### config.mk
export PLATFORM = sky130hd
export DESIGN_NAME = btn_irq_ctrl
export DESIGN_NICKNAME = d
export VERILOG_FILES = /design/src/rtl/btn_irq_ctrl.sv
export SDC_FILE = /design/constraint.sdc
export NUM_CORES = 1
export LEC_CHECK = 0
export CELL_PAD_IN_SITES_DETAIL_PLACEMENT = 0
export CELL_PAD_IN_SITES_GLOBAL_PLACEMENT = 1
export CORE_ASPECT_RATIO = 1.5
export CORE_MARGIN = 2
export CORE_UTILIZATION = 25
export DETAILED_ROUTE_END_ITERATION = 12
export GPL_TIMING_DRIVEN = 0
export PLACE_DENSITY_LB_ADDON = 0.1
export SETUP_SLACK_MARGIN = 0.1
export SYNTH_ARGS = -nofsm -noshare
export SYNTH_HDL_FRONTEND = slang
export SYNTH_SLANG_ARGS = --single-unit
export TNS_END_PERCENT = 20
### constraint.sdc
create_clock -name Bus2IP_Clk -period 2.65 [get_ports Bus2IP_Clk]
set_clock_uncertainty 0.1 [all_clocks]
set_input_delay 0.53 -clock Bus2IP_Clk [delete_from_list [all_inputs] [get_ports Bus2IP_Clk]]
set_output_delay 0.53 -clock Bus2IP_Clk [all_outputs]
set_load 0.03 [all_outputs]
### src/rtl/btn_irq_ctrl.sv
`default_nettype none
// ============================================================================
// Module      : btn_irq_ctrl
// Description : IPIF user-logic slave for up to 16 push-buttons.
//               Each channel: 2-FF synchroniser, tick-sampled debounce
//               filter with a consecutive-sample count, and press/release
//               edge detection. Events latch into a W1C register and drive
//               one registered level interrupt through an enable mask.
//               The sample divider is software-programmable at run time.
// Ports       : Bus2IP_Clk    - the only clock (rising edge)
//               Bus2IP_Reset  - synchronous active-high reset
//               Bus2IP_Data   - write data
//               Bus2IP_BE     - byte enables (writes need all ones)
//               Bus2IP_RdCE   - read enables, bit[3]=0x00 .. bit[0]=0x0C
//               Bus2IP_WrCE   - write enables, same ordering
//               IP2Bus_Data   - read data (0 unless exactly one RdCE set)
//               IP2Bus_RdAck  - same-cycle read acknowledge
//               IP2Bus_WrAck  - same-cycle write acknowledge
//               IP2Bus_Error  - write to read-only STATE
//               btn           - raw asynchronous buttons, active-high
//               irq           - registered level interrupt
// Registers   : 0x00 STATE RO, 0x04 EVENT W1C, 0x08 IE RW, 0x0C CFG RW
// Revision    : 1.0 - initial parametrised release
// ============================================================================
module btn_irq_ctrl #(
  parameter int          C_NUM_REG    = 4,
  parameter int          C_SLV_DWIDTH = 32,
  parameter int          C_NUM_BTN    = 3,
  parameter int          C_DIV_W      = 18,
  parameter int unsigned C_DIV_RST    = 2**18 - 1,
  parameter int          C_DB_CNT     = 4
) (
  input  logic                      Bus2IP_Clk,
  input  logic                      Bus2IP_Reset,
  input  logic [C_SLV_DWIDTH-1:0]   Bus2IP_Data,
  input  logic [C_SLV_DWIDTH/8-1:0] Bus2IP_BE,
  input  logic [C_NUM_REG-1:0]      Bus2IP_RdCE,
  input  logic [C_NUM_REG-1:0]      Bus2IP_WrCE,
  output logic [C_SLV_DWIDTH-1:0]   IP2Bus_Data,
  output logic                      IP2Bus_RdAck,
  output logic                      IP2Bus_WrAck,
  output logic                      IP2Bus_Error,
  input  logic [C_NUM_BTN-1:0]      btn,
  output logic                      irq
);

  localparam int                      C_CNT_W    = 4;
  localparam logic [C_CNT_W-1:0]      C_DB_LAST  = C_CNT_W'(C_DB_CNT - 1);
  localparam logic [15:0]             C_BTN_MASK = 16'((32'd1 << C_NUM_BTN) - 32'd1);
  // Press bits live in [15:0], release bits in [31:16].
  localparam logic [C_SLV_DWIDTH-1:0] C_EV_MASK  = C_SLV_DWIDTH'({C_BTN_MASK, C_BTN_MASK});

  // --------------------------------------------------------------------------
  // State
  // --------------------------------------------------------------------------
  logic [C_NUM_BTN-1:0]    sync1_q;
  logic [C_NUM_BTN-1:0]    sync2_q;
  logic [C_DIV_W-1:0]      div_q,    div_d;
  logic [C_DIV_W-1:0]      divcnt_q, divcnt_d;
  logic [C_NUM_BTN-1:0]    state_q,  state_d;
  logic [C_CNT_W-1:0]      fcnt_q [C_NUM_BTN];
  logic [C_CNT_W-1:0]      fcnt_d [C_NUM_BTN];
  logic [C_SLV_DWIDTH-1:0] ev_q,     ev_d;
  logic [C_SLV_DWIDTH-1:0] ie_q,     ie_d;
  logic                    irq_q,    irq_d;

  // --------------------------------------------------------------------------
  // Bus decode: a write lands only with every byte lane enabled, but the
  // acknowledge is returned regardless.
  // --------------------------------------------------------------------------
  logic be_full;
  logic wr_event;
  logic wr_ie;
  logic wr_cfg;

  assign be_full  = &Bus2IP_BE;
  assign wr_event = Bus2IP_WrCE[2] & be_full;
  assign wr_ie    = Bus2IP_WrCE[1] & be_full;
  assign wr_cfg   = Bus2IP_WrCE[0] & be_full;

  assign IP2Bus_RdAck = |Bus2IP_RdCE;
  assign IP2Bus_WrAck = |Bus2IP_WrCE;
  assign IP2Bus_Error = Bus2IP_WrCE[3];

  // --------------------------------------------------------------------------
  // Sample divider: tick while the down-counter sits at zero.
  // --------------------------------------------------------------------------
  logic tick;
  assign tick = (divcnt_q == '0);

  always_comb begin
    div_d    = div_q;
    divcnt_d = divcnt_q;
    if (wr_cfg) begin
      // A new divider takes effect immediately rather than after the
      // current (possibly very long) period has run out.
      div_d    = Bus2IP_Data[C_DIV_W-1:0];
      divcnt_d = Bus2IP_Data[C_DIV_W-1:0];
    end else if (tick) begin
      divcnt_d = div_q;
    end else begin
      divcnt_d = divcnt_q - 1'b1;
    end
  end

  // --------------------------------------------------------------------------
  // Debounce filter: a new level is accepted only after C_DB_CNT consecutive
  // ticks disagree with the current state; any agreeing tick restarts it.
  // --------------------------------------------------------------------------
  logic [C_NUM_BTN-1:0] press;
  logic [C_NUM_BTN-1:0] release_ev;

  always_comb begin
    state_d    = state_q;
    press      = '0;
    release_ev = '0;
    for (int i = 0; i < C_NUM_BTN; i++) begin
      fcnt_d[i] = fcnt_q[i];
    end
    if (tick) begin
      for (int i = 0; i < C_NUM_BTN; i++) begin
        if (sync2_q[i] == state_q[i]) begin
          fcnt_d[i] = '0;
        end else if (fcnt_q[i] == C_DB_LAST) begin
          state_d[i]    = sync2_q[i];
          fcnt_d[i]     = '0;
          press[i]      = sync2_q[i];
          release_ev[i] = ~sync2_q[i];
        end else begin
          fcnt_d[i] = fcnt_q[i] + 1'b1;
        end
      end
    end
  end

  // --------------------------------------------------------------------------
  // EVENT / IE / IRQ. Setting is applied after clearing so a new event
  // survives a W1C of the same bit in the same cycle.
  // --------------------------------------------------------------------------
  logic [C_SLV_DWIDTH-1:0] ev_set;
  logic [C_SLV_DWIDTH-1:0] ev_clr;

  always_comb begin
    ev_set                  = '0;
    ev_set[C_NUM_BTN-1:0]   = press;
    ev_set[16 +: C_NUM_BTN] = release_ev;
    ev_clr                  = wr_event ? Bus2IP_Data : '0;
    ev_d                    = ((ev_q & ~ev_clr) | ev_set) & C_EV_MASK;
    ie_d                    = wr_ie ? (Bus2IP_Data & C_EV_MASK) : ie_q;
    irq_d                   = |(ev_q & ie_q);
  end

  assign irq = irq_q;

  // --------------------------------------------------------------------------
  // Registers
  // --------------------------------------------------------------------------
  always_ff @(posedge Bus2IP_Clk) begin
    if (Bus2IP_Reset) begin
      sync1_q  <= '0;
      sync2_q  <= '0;
      div_q    <= C_DIV_W'(C_DIV_RST);
      divcnt_q <= '0;
      state_q  <= '0;
      for (int i = 0; i < C_NUM_BTN; i++) begin
        fcnt_q[i] <= '0;
      end
      ev_q     <= '0;
      ie_q     <= '0;
      irq_q    <= 1'b0;
    end else begin
      sync1_q  <= btn;
      sync2_q  <= sync1_q;
      div_q    <= div_d;
      divcnt_q <= divcnt_d;
      state_q  <= state_d;
      for (int i = 0; i < C_NUM_BTN; i++) begin
        fcnt_q[i] <= fcnt_d[i];
      end
      ev_q     <= ev_d;
      ie_q     <= ie_d;
      irq_q    <= irq_d;
    end
  end

  // --------------------------------------------------------------------------
  // Read mux: only a one-hot RdCE selects a register.
  // --------------------------------------------------------------------------
  always_comb begin
    IP2Bus_Data = '0;
    case (Bus2IP_RdCE)
      4'b1000: IP2Bus_Data = C_SLV_DWIDTH'(state_q);
      4'b0100: IP2Bus_Data = ev_q;
      4'b0010: IP2Bus_Data = ie_q;
      4'b0001: IP2Bus_Data = C_SLV_DWIDTH'(div_q);
      default: IP2Bus_Data = '0;
    endcase
  end

endmodule
`default_nettype wire

==> summary.md <==
| Metric | Value |
|---|---|
| Area of all placed cells without fillers | `4760 um2` |
| Total global-route track usage | `17.0%` |
| Power density over the cells | `808 nW/um2` |
| Required @ worst endpoint | `2.81 ns` |
| Largest stage delay on the critical path | `0.50 ns` |
| Hold violation total from the final report | `0` |
| Avg Cell Area, Syn | `7.87 um2` |
| Detailed-route DRC error count | `0` |
| Setup repair after global routing missed its margin | `true` |
| Most frequent cell after synthesis | `nand2_1` |
| Dpl cell area | `4390 um2` |
| Tightest slew margin relative to the limit | `44.5%` |
| Number of top-level pins | `85` |
| Crit path max fanout | `5` |
| Clock H-tree levels | `3` |
| Remaining antenna violation count | `0` |
| Sum of overflow across all layers after global routing | `0` |
| Post-synthesis cell count | `452` |
| CTS clock-pin slew for the worst setup and hold paths | `0.06 ns` |
| List of most frequent post-synthesis cells | `74 x nand2_1, 70 x dfxtp_1, 39 x a21oi_1` |
| Lkg Pwr | `1.84 nW` |
| Antenna violations before repair | `0` |
| Area Growth Syn to Fin | `33.7%` |
| Clock tree from TritonCTS | `done` |
| Cell row count | `53` |
| Most area-hungry cell type in the Yosys netlist | `dfxtp_1` |
| Clock tree sinks | `70` |
| Shortest period the worst path allows | `2.61 ns` |
| Data arrival, critical path | `2.77 ns` |
| Clock insertion delay at the later pin of the skew report | `0.33 ns` |
| Sequence of cells on the critical path | `inv_2 -> ha_1 -> or4b_4 -> or3_4 -> or2_4 -> buf_12 -> or4_1 -> a21oi_1` |
| HPWL after detailed placement | `9.14 mm` |
| Number of detailed-routing iterations run before antenna repair | `4` |
| Actual transition at the worst max-transition pin | `0.826 ns` |
| DR WL/cell | `17.1 um` |
| Count of input and output buffers | `55` |
| Final-report setup violation count | `0` |
| Top flip-flop cell by instance count after synthesis | `dfxtp_1` |
| TritonCTS Buffers | `9` |
| Slowest stage cell on the critical path | `or4_1` |
| YS warnings | `0` |
| Core outline area | `14000 um2` |
| Share of Yosys cell area claimed by the top area cell type | `39.4%` |
| Share of async-settable or async-resettable flops after synthesis | `0%` |
| Worst IR drop on VDD | `0.000351 V` |
| Via count | `3521` |
| Leading post-synthesis cells by cell area | `dfxtp_1 39%, nand2_1 7.8%, a21oi_1 5.5%` |
| Share of cells above drive strength 1 | `14.2%` |
| Number of global-route vias before repair | `3511` |
| Top delay family on crit path | `simple AND/OR/NAND/NOR gates` |
| Initial Utilization | `25.4%` |
| Filler instances | `1505` |
| Number of buffer and inverter stages on the critical path | `2` |
| Library cell used as clock root buffer | `clkbuf_16` |
| Net total in the final layout | `586` |
| WHS | `0.334 ns` |
| Fmax | `383 MHz` |
| Wire length of the first global-routing pass | `19.2 mm` |
| Die W | `101 um` |
| Hold buffer count at CTS | `0` |
| Proportion of synthesized chip area in sequential cells | `39.4%` |
| Ratio of routed vias to standard cells | `4.85` |
| Result of the run | `finished, final reports clean` |
| Final clock period utilization by the worst path | `98.4%` |
| Kind of start point of the critical path | `flop` |
| Number of antenna cells inserted | `0` |
| Critical path endpoint category | `flop` |
| Placer's final routability congestion estimate | `0.825` |
| Total length of routed wires | `12.4 mm` |
| Die Area | `15200 um2` |
| CP Class | `reg2reg` |
| Class of the tightest hold or removal check | `reg2reg` |
| Number of synthesized flops with an enable pin | `0` |
| Maximum number of pins on one net before global-route repair | `11` |
| Count of max-cap constraint violations | `0` |
| Maximum clock insertion buffer count | `2` |
| Die extent in y | `150 um` |
| Final Max Slew Viols | `0` |
| Seq cells post-synth | `70` |
| Number of DRC markers in iteration 0 | `93` |
| Post-synthesis cell area | `3560 um2` |
| Unique cell type count in the Yosys netlist | `42` |
[where the power goes]
part	internal [mW]	total, mW	switching (mW)	leakage, nW
Clock	0.665	1.11	0.445	0.133
Sequential	1.19	1.34	0.150	0.570
Combinational	0.573	1.40	0.822	1.13
[flip-flops by register name, indices dropped and copies added (netlist names)]
register	cells
irq	1
state_q	3
ev_q	6
ie_q	6
divcnt_q	18
div_q	18
sync1_q	3
sync2_q	3
fcnt_q	12
[metal layers]
layer	vias up	global-route usage [%]	share of wire, %
met5	-	0	0
met4	0	8.72	3.6
met3	24	3.06	3.7
met2	91	30.3	53
met1	1659	19.0	40
li1	1747	-	-
[per-stage QoR]
step | power [mW] | setup WS, ns | util, % | setup TNS [ns] | cells
finish | 3.84 | 0.0415 | 34.0 | 0 | 726
global route | 4.10 | -0.00973 | 34.0 | -0.0156 | 726
CTS | 3.81 | 0.0241 | 33.7 | 0 | 724
detailed placement | 2.65 | -1.03 | 31.4 | -19.36 | 711
global placement | 2.64 | -1.03 | 31.4 | -19.63 | 711
floorplan | 2.23 | 0.216 | - | 0 | 464
[cells in the final DEF (no fill, tap or decap), types with 10 or more instances in the layout]
master,instances
dfxtp_1,69
nand2_1,73
xnor2_1,15
nand3b_1,10
nand3_1,14
buf_4,16
conb_1,13
o21ai_0,22
nor2_1,24
clkdlybuf4s50_1,32
clkbuf_1,19
a21oi_1,35
and3_1,16
[repair_timing]
| action | CTS | global route |
|---|---|---|
| pin swaps | 0 | 8 |
| endpoints found under the setup margin | 38 | 42 |
| cloned | 0 | 0 |
| buffers inserted | 0 | 2 |
| gates resized for setup | 86 | 39 |
[cell type report]
cell class                      instances  area, um2  area share (%)
Multi-Input combinational cell        344       2030            42.8
Clock inverter                          2       10.0           0.210
Tap cell                              192        240            5.05
Inverter                                8       30.0           0.631
Sequential cell                        70       1400            29.5
Buffer                                 42        258            5.42
Clock buffer                           11        253            5.31
Timing Repair Buffer                   57        529            11.1
[worst paths after layout]
kind / endpoint / cells past startpoint / from / slack, ns
hold reg to reg: sync2_q[1]$_SDFF_PP0_ / 1 / sync1_q[1]$_SDFF_PP0_ / 0.33
setup reg to reg: fcnt_q[0][7]$_SDFFE_PP0P_ / 8 / divcnt_q[0]$_SDFF_PP0_ / 0.04
setup / recovery: fcnt_q[0][7]$_SDFFE_PP0P_ / 8 / divcnt_q[0]$_SDFF_PP0_ / 0.04
hold / removal: sync2_q[1]$_SDFF_PP0_ / 1 / sync1_q[1]$_SDFF_PP0_ / 0.33
[cell families (layout without fill, tap and decap cells)]
logic type	count (synthesis)	count (layout)	synth area share, %
flip-flops	70	70	39.4
adder cells (fa/ha/maj)	5	5	1.76
other	1	13	0.105
XOR/XNOR	17	17	4.19
buffers and inverters	50	120	6.96
multiplexers	3	3	0.844
AND/OR/NAND/NOR	196	196	28.1
AO/OA/AOI/OAI	110	110	18.6
Note: power is estimated with default switching activity, not from simulation.
